File: config.mk
export PLATFORM = sky130hd
export DESIGN_NAME = seq_mult_8x8
export DESIGN_NICKNAME = d
export VERILOG_FILES = /design/src/rtl/seq_mult_8x8.sv
export SDC_FILE = /design/constraint.sdc
export NUM_CORES = 1
export LEC_CHECK = 0
export CELL_PAD_IN_SITES_DETAIL_PLACEMENT = 0
export CELL_PAD_IN_SITES_GLOBAL_PLACEMENT = 1
export CORE_MARGIN = 1
export CORE_UTILIZATION = 25
export CTS_BUF_LIST = sky130_fd_sc_hd__clkbuf_16
export DETAILED_ROUTE_END_ITERATION = 16
export PLACE_DENSITY_LB_ADDON = 0.1
export REMOVE_ABC_BUFFERS = 1
export SYNTH_ARGS = -nofsm -noshare
export SYNTH_HDL_FRONTEND = slang
export SYNTH_SLANG_ARGS = --single-unit
File: constraint.sdc
create_clock -name clk -period 6.63 [get_ports clk]
set_input_delay 1.326 -clock clk [delete_from_list [all_inputs] [get_ports clk]]
set_output_delay 1.326 -clock clk [all_outputs]
set_load 0.005 [all_outputs]
File: src/rtl/seq_mult_8x8.sv
// 8x8 unsigned sequential multiplier: one 4x4 partial product per cycle,
// shifted into a 16-bit accumulator, with a 7-segment step indicator.
module seq_mult_8x8 (
  input  logic        clk,
  input  logic        reset_a,
  input  logic        start,
  input  logic [7:0]  dataa,
  input  logic [7:0]  datab,
  output logic        done_flag,
  output logic [15:0] product_8x8_out,
  output logic [0:6]  segments
);

  typedef enum logic [1:0] {
    IDLE = 2'b00,
    CALC = 2'b01,
    DONE = 2'b10
  } state_t;

  state_t      state, state_nx;
  logic [1:0]  count, count_nx;
  logic [7:0]  a_reg, b_reg;
  logic [15:0] acc, acc_nx;
  logic        load;

  // Step bit 0 selects the multiplicand nibble, bit 1 the multiplier nibble;
  // the shift is the sum of the two nibble weights.
  function automatic logic [15:0] partial_product(input logic [7:0] a,
                                                  input logic [7:0] b,
                                                  input logic [1:0] step);
    logic [3:0]  a_nib;
    logic [3:0]  b_nib;
    logic [7:0]  pp;
    logic [15:0] ext;
    a_nib = step[0] ? a[7:4] : a[3:0];
    b_nib = step[1] ? b[7:4] : b[3:0];
    pp    = {4'd0, a_nib} * {4'd0, b_nib};
    ext   = {8'd0, pp};
    case (step)
      2'd0:    return ext;
      2'd3:    return ext << 8;
      default: return ext << 4;
    endcase
  endfunction

  function automatic logic [6:0] seg_decode(input state_t st, input logic [1:0] cnt);
    case (st)
      IDLE: return 7'b1111110;
      CALC: begin
        case (cnt)
          2'd0:    return 7'b0110000;
          2'd1:    return 7'b1101101;
          2'd2:    return 7'b1111001;
          default: return 7'b0110011;
        endcase
      end
      DONE:    return 7'b0111101;
      default: return 7'b1001111;
    endcase
  endfunction

  always_comb begin
    state_nx = state;
    count_nx = count;
    acc_nx   = acc;
    load     = 1'b0;
    case (state)
      IDLE, DONE: begin
        if (start) begin
          load     = 1'b1;
          acc_nx   = 16'd0;
          count_nx = 2'd0;
          state_nx = CALC;
        end
      end
      CALC: begin
        acc_nx   = acc + partial_product(a_reg, b_reg, count);
        count_nx = count + 2'd1;
        if (count == 2'd3) state_nx = DONE;
      end
      default: state_nx = IDLE;
    endcase
  end

  always_ff @(posedge clk) begin
    if (reset_a) begin
      state <= IDLE;
      count <= 2'd0;
      acc   <= 16'd0;
      a_reg <= 8'd0;
      b_reg <= 8'd0;
    end else begin
      state <= state_nx;
      count <= count_nx;
      acc   <= acc_nx;
      if (load) begin
        a_reg <= dataa;
        b_reg <= datab;
      end
    end
  end

  assign done_flag       = (state == DONE);
  assign product_8x8_out = acc;
  assign segments        = seg_decode(state, count);

endmodule

==> summary.md, run 1 <==
| Metric | Value |
|---|---|
| Synthesized netlist cell count | 347 |
| Comb pwr share | 0.153 |
| Final hold viol count | 0 |
| Filler cells | 1175 |
| Critical Path End Type | flip-flop |
| Hold-fix buffers, CTS | 0 |
| Worst R2R Start | count[0]$_SDFFE_PP0P_ |
| Slowest cell on the critical path | dfxtp_1 |
| Final worst path period share | 0.818 |
| Post-synthesis sequential area ratio | 0.261 |
| Num CTS Buffers | 5 |
| Synth area leader | dfxtp_1 |
| Critical path origin | count[0]$_SDFFE_PP0P_ |
| DP Cell Count | slightly above 500 |
| Post-synth cell types | 44 |
| Synth top area share | 0.261 |
| Worst clock skew | 0.0136 ns |
| Post-synth EDFFs | 0 |
| Skew-Pair Late Insertion Delay | 0.29 ns |
| Die Y | around 110 um |
| Post-CTS Setup Repair Bufs | 0 |
| Net Sw Frac | 0.289 |
| Leakage power | ~0.0015 uW |
| Worst Reg-to-Reg Cells | 20 |
| Initial DRC count | 87 |
| Pwr Total | 561 uW |
| First-pass GRT wire length | 12600 um |
| Initial core utilization | 0.256 |
| I/O pin count | 43 |
| Top FF cell, synth | dfxtp_1 |
| Synth-to-Final Area Change | 25.0% |
| Slowest stage delay, CP | 0.63 ns |
| Unrepaired setup endpoints after global routing | false |
| DRC errors left | 0 |
| Clock power frac | 0.435 |
| P_int | between 300 and 400 uW |
| Register bit total from synthesis | 36 |
| CP Capture Point | product_8x8_out[15]$_SDFFE_PP0P_ |
| Most common cell after layout, fill and taps aside | nand2_1 |
| Slew Limit Fails | 0 |
| HPWL after DPL | 5870 um |
| Slew headroom | 0.467 |
| GRT Overall Usage | 0.143 |
| Outcome | complete, no violations |
| Most frequent cells in the layout | nand2_1, nor2_1, clkdlybuf4s50_1 |
| Seq pwr share | 0.412 |
| Switching pwr | 162 uW |
| Pin count of the biggest net entering global routing | 38 |
| Final Critical Period | around 5.4 ns |
| Die ar. | about 11000 sq um |
| Slew at the pin closest to its max-slew limit | 0.800 ns |
| Clk sinks | 36 |
| Final Net Count | 441 |
| Clock slew at reported path FFs | 0.06 ns |
| Htree depth | 2 |
| Drt first pass iters | 4 |
| Synth area leaders | dfxtp_1, ha_1, nand2_1, a21oi_1, nor2_1 |
| ANT nets after route | 0 |
| Yosys warns | 0 |
| CORE AREA | 10800 sq um |
| Initial antenna violation count | 0 |
| CP Cell Sequence | mux2i_1 -> or2_2 -> fa_1 -> inv_1 -> fa_1 -> inv_1 -> fa_1 -> inv_1 -> a21o_1 -> a21oi_1 -> xor2_1 -> o21ai_0 -> ha_1 -> a21oi_1 -> o21ai_0 -> a221o_1 -> a31oi_1 -> xor2_1 -> or3_1 -> a31oi_1 |
| Reg2reg end | product_8x8_out[15]$_SDFFE_PP0P_ |
| Routed WL | 7730 um |
| WL per Instance | 14.7 um |
| Synth async-reset ratio | 0 |
| Max cap viols | 0 |
| Root buf cell | clkbuf_16 |
| Peak Freq | 184 MHz |
| Dpl ws | about 1.1 ns |
| CP required | about 6.8 ns |
| Fraction of layout cells with a size suffix above 1 | 0.0545 |
| Die Wd | ~110 um |
| Worst min-delay path category | reg -> reg |
| CTS tree | done |
| ANT cells | 0 |
| Post-Layout Cell Count | 525 |
| PostCTS Resize Cnt | 0 |
| PortBufs | between 40 and 50 |
| Max FFs per register | 16 |
| Setup_tns | 0 ns |
| Final worst slack | 1.21 ns |
| Vias in the first global route | 2513 |
| RePlAce Congestion | 0.741 |
| Final setup viols | 0 |
| Rows | 38 |
| Cell Area, Synth | 2760 sq um |
| WS Path Type | reg -> reg |
| Grt ovf | 0 |
| Worst endpoint data arrival time | 5.63 ns |
| PwrDens | 162 nW/um^2 |
| Synthesized area per cell | 7.97 sq um |
| Vias after detailed routing | 2440 |
| Worst Setup Start Kind | flip-flop |
| Worst Path Max Fanout | 11 |
| Avg Vias per Cell | 4.65 |
| Worst hold slack | approximately 0.45 ns |
| Register-to-register setup slack | 1.21 ns |
| Max Buffers Root-to-Sink | 2 |
| Maximum vdd drop | 0.0000864 V |
final cells by class:
class / count / area (sq um) / share of cell area
Clock buffer: 5 / 125 / 0.0362
Timing Repair Buffer: 46 / 450 / 0.130
Clock inverter: 3 / 17.5 / 0.00507
Sequential cell: 36 / 721 / 0.209
Multi-Input combinational cell: 280 / 1910 / 0.553
Inverter: 15 / 56.3 / 0.0163
Tap cell: 140 / 175 / 0.0507
worst min-delay path by stage:
stage                          start                     to  slack (ns)  cells past startpoint
6_report       a_reg[6]$_SDFFE_PP0P_  a_reg[6]$_SDFFE_PP0P_        0.45                      2
5_1_grt        a_reg[2]$_SDFFE_PP0P_  a_reg[2]$_SDFFE_PP0P_        0.48                      2
4_1_cts        a_reg[6]$_SDFFE_PP0P_  a_reg[6]$_SDFFE_PP0P_        0.46                      2
3_5_place_dp   a_reg[6]$_SDFFE_PP0P_  a_reg[6]$_SDFFE_PP0P_        0.45                      2
3_3_place_gp   b_reg[3]$_SDFFE_PP0P_  b_reg[3]$_SDFFE_PP0P_        0.44                      2
2_1_floorplan  a_reg[0]$_SDFFE_PP0P_  a_reg[0]$_SDFFE_PP0P_        0.43                      2
layer usage:
metal	track usage	vias to the layer above	wire length (um)
li1	-	1281	-
met1	0.183	1111	3840
met2	0.240	40	3580
met3	0.0261	8	203
met4	0.0450	0	104
met5	0	-	0
worst max-delay path: cells and delay by family (launching register included):
| kind | cells | cell delay, ns |
|---|---|---|
| AO/OA/AOI/OAI | 8 | 1.29 |
| XOR/XNOR | 2 | 0.35 |
| adder cells (fa/ha/maj) | 4 | 1.94 |
| buffers and inverters | 3 | 0.19 |
| flip-flops | 1 | 0.63 |
| multiplexers | 1 | 0.28 |
| AND/OR/NAND/NOR | 2 | 0.66 |
cells in the mapped netlist, drive strengths merged (2+ instances only):
cell type,instances
nand4b,2
fa,5
clkbuf,12
a22o,3
a31oi,6
xnor2,8
ha,33
nor2b,5
nand2,49
o21a,2
dfxtp,36
inv,15
nand3,6
nor2,44
nor3b,2
a22oi,11
a21o,10
o31ai,3
buf,4
or2,4
and3,4
mux2i,8
a21oi,33
o21ai,13
xor2,7
nor3,4
nand2b,5
nor4b,2
cell families after synthesis:
logic type | after synthesis | share of synthesized area
AND/OR/NAND/NOR | 131 | 0.219
AO/OA/AOI/OAI | 88 | 0.211
adder cells (fa/ha/maj) | 38 | 0.186
flip-flops | 36 | 0.261
buffers and inverters | 31 | 0.0480
XOR/XNOR | 15 | 0.0475
multiplexers | 8 | 0.0290
per-stage QoR:
stage,instance area [sq um],utilization
3_5_place_dp,3310,0.307
5_1_grt,3460,0.320
6_report,3460,0.320
4_1_cts,3460,0.320
3_3_place_gp,3310,0.307
2_1_floorplan,2690,-
power groups by stage:
stage	Combinational [uW]	Sequential, uW	Clock [uW]
floorplan	45.1	234	0
finish	86.1	231	244
global placement	87.8	236	0
global route	96.7	232	264
detailed placement	87.4	236	0
CTS	87.9	231	255
No activity file was read; power rests on OpenSTA's default activity.
==> inputs of run 2 (changes only) <==
==> constraint.sdc (replaced) <==
create_clock -name clk -period 4.5 [get_ports clk]
set_input_delay 0.9 -clock clk [delete_from_list [all_inputs] [get_ports clk]]
set_output_delay 0.9 -clock clk [all_outputs]
set_load 0.005 [all_outputs]
==> summary.md, run 2 (synthesis gave the netlist of run 1 again) <==
| Metric | Value |
|---|---|
| Outcome | complete, but fails checks |
| Failing checks | negative setup slack |
| CORE AREA | 10800 sq um |
| Final design area excluding fillers | 3980 sq um |
| Max FFs per register | 16 |
| Vias in the first global route | about 2700 |
| Fraction of layout cells with a size suffix above 1 | 0.221 |
| Clk sinks | 36 |
| DRC errors left | 0 |
| Critical Path End Type | flip-flop |
| Metal3 WL | 267 um |
| Root buf cell | clkbuf_16 |
| Maximum vdd drop | about 0.00014 V |
| Leakage power | 0.00178 uW |
| Max Buffers Root-to-Sink | 2 |
| DRT met1 WL | 3720 um |
| Initial DRC count | 114 |
| Final Net Count | 490 |
| Worst endpoint data arrival time | roughly 4.8 ns |
| Die ar. | 11500 sq um |
| Skew-Pair Late Insertion Delay | roughly 0.29 ns |
| DP Cell Count | 561 |
| ANT cells | 0 |
| Rows | 38 |
| Clock slew at reported path FFs | ~0.060 ns |
| First-pass GRT wire length | 13300 um |
| HPWL after DPL | 6240 um |
| Die Wd | 107 um |
| CP required | 4.70 ns |
| Initial core utilization | 0.256 |
| Most common cell after layout, fill and taps aside | buf_4 |
| Worst clock skew | 0.00528 ns |
| WL per Instance | 14.0 um |
| Unrepaired setup endpoints after global routing | true |
| Worst min-delay path category | reg -> reg |
| Worst hold slack | 0.456 ns |
| I/O pin count | 43 |
| Post-Layout Cell Count | 574 |
| Pin count of the biggest net entering global routing | 22 |
| Synth-to-Final Area Change | 43.9% |
| WS Path Type | reg -> reg |
| Htree depth | 2 |
| PwrDens | 227 nW/um^2 |
| Die Y | 107 um |
| Final Critical Period | 4.57 ns |
| Max cap viols | 0 |
| Final setup viols | 4 |
| Worst Path Max Fanout | 4 |
| ANT nets after route | 0 |
| Met2 wire len | ~4000 um |
| Avg Vias per Cell | 4.63 |
| Peak Freq | approximately 220 MHz |
| Grt ovf | 0 |
| Slew Limit Fails | 0 |
| Final hold viol count | 0 |
| Final worst path period share | 1.02 |
| RePlAce Congestion | 0.776 |
| Drt first pass iters | 4 |
| Final worst slack | -0.0698 ns |
| Top layer in use | met4 |
| Worst Setup Start Kind | flip-flop |
| Slew at the pin closest to its max-slew limit | ~0.85 ns |
| Placed Area | 3640 sq um |
| Slew headroom | 0.436 |
| GRT Overall Usage | 0.152 |
| Num CTS Buffers | 5 |
| CTS tree | done |
| Setup_tns | -0.162 ns |
| Initial antenna violation count | 0 |
| Most frequent cells in the layout | buf_4, nand2_1, nor2_1 |
| Vias after detailed routing | 2657 |
| Dpl ws | -0.477 ns |
| PortBufs | 42 |
| Routed WL | 8050 um |
## run 2: changes by cell type in the layout (fill, tap and decap cells not counted), sizes merged
cell,delta
inv,-1
buf,+49
bufinv,+1
clkinv,-1
clkinvlp,+1
## run 2: timing repair
item                                    4_1_cts  5_1_grt
setup buffers                                 1        4
gates cloned                                  0        0
pin swaps                                    12       15
gates resized for setup                      23       15
endpoints found under the setup margin        9        8
hold buffers                                  0        0
## run 2: cell type report
type | instances | area (sq um)
flip-flops and latches | 36 | 726
multi-input cells | 280 | 2030
well taps | 140 | 175
repair buffers | 95 | 826
fillers | 1123 | 6820
clock inverters | 3 | 42.5
inverters | 15 | 56.3
clock buffers | 5 | 125
## run 2: power by group
part	switching (uW)	internal [uW]	total (uW)
clock	155	261	416
sequential	8.70	330	338
combinational	81.2	67.9	149
total	245	659	904
## run 2: per-stage QoR
step / power [uW] / util
3_5_place_dp: 494 / 0.338
5_1_grt: 949 / 0.369
3_3_place_gp: 494 / 0.338
2_1_floorplan: 411 / -
4_1_cts: 919 / 0.359
6_report: 904 / 0.369
## run 2: routing by layer
metal  vias up  global-route usage
met5         -                   0
met4         0              0.0391
met3         4              0.0219
met2        40               0.268
met1      1227               0.192
li1       1386                   -
## run 2: final timing paths
| kind | startpoint | to | slack [ns] | cells after the start |
|---|---|---|---|---|
| worst max-delay path | count[1]$_SDFFE_PP0P_ | product_8x8_out[15]$_SDFFE_PP0P_ | -0.07 | 19 |
| worst min-delay path | b_reg[6]$_SDFFE_PP0P_ | b_reg[6]$_SDFFE_PP0P_ | 0.46 | 2 |
| worst max register to register | count[1]$_SDFFE_PP0P_ | product_8x8_out[15]$_SDFFE_PP0P_ | -0.07 | 19 |
| worst min register to register | b_reg[6]$_SDFFE_PP0P_ | b_reg[6]$_SDFFE_PP0P_ | 0.46 | 2 |
## run 2: critical path: stages (launching register included)
cell and delay, ns:
dfxtp_4 0.37, mux2i_2 0.16, or2_4 0.26, fa_1 0.53, inv_1 0.05, fa_1 0.55, ha_1 0.24, a21oi_2 0.16
inv_1 0.07, a21oi_2 0.16, xor2_2 0.18, o21ai_1 0.08, ha_1 0.29, and3_4 0.20, a21bo_4 0.24, a31oi_4 0.21
a31oi_2 0.13, xor2_1 0.18, or3_1 0.31, a31oi_1 0.12
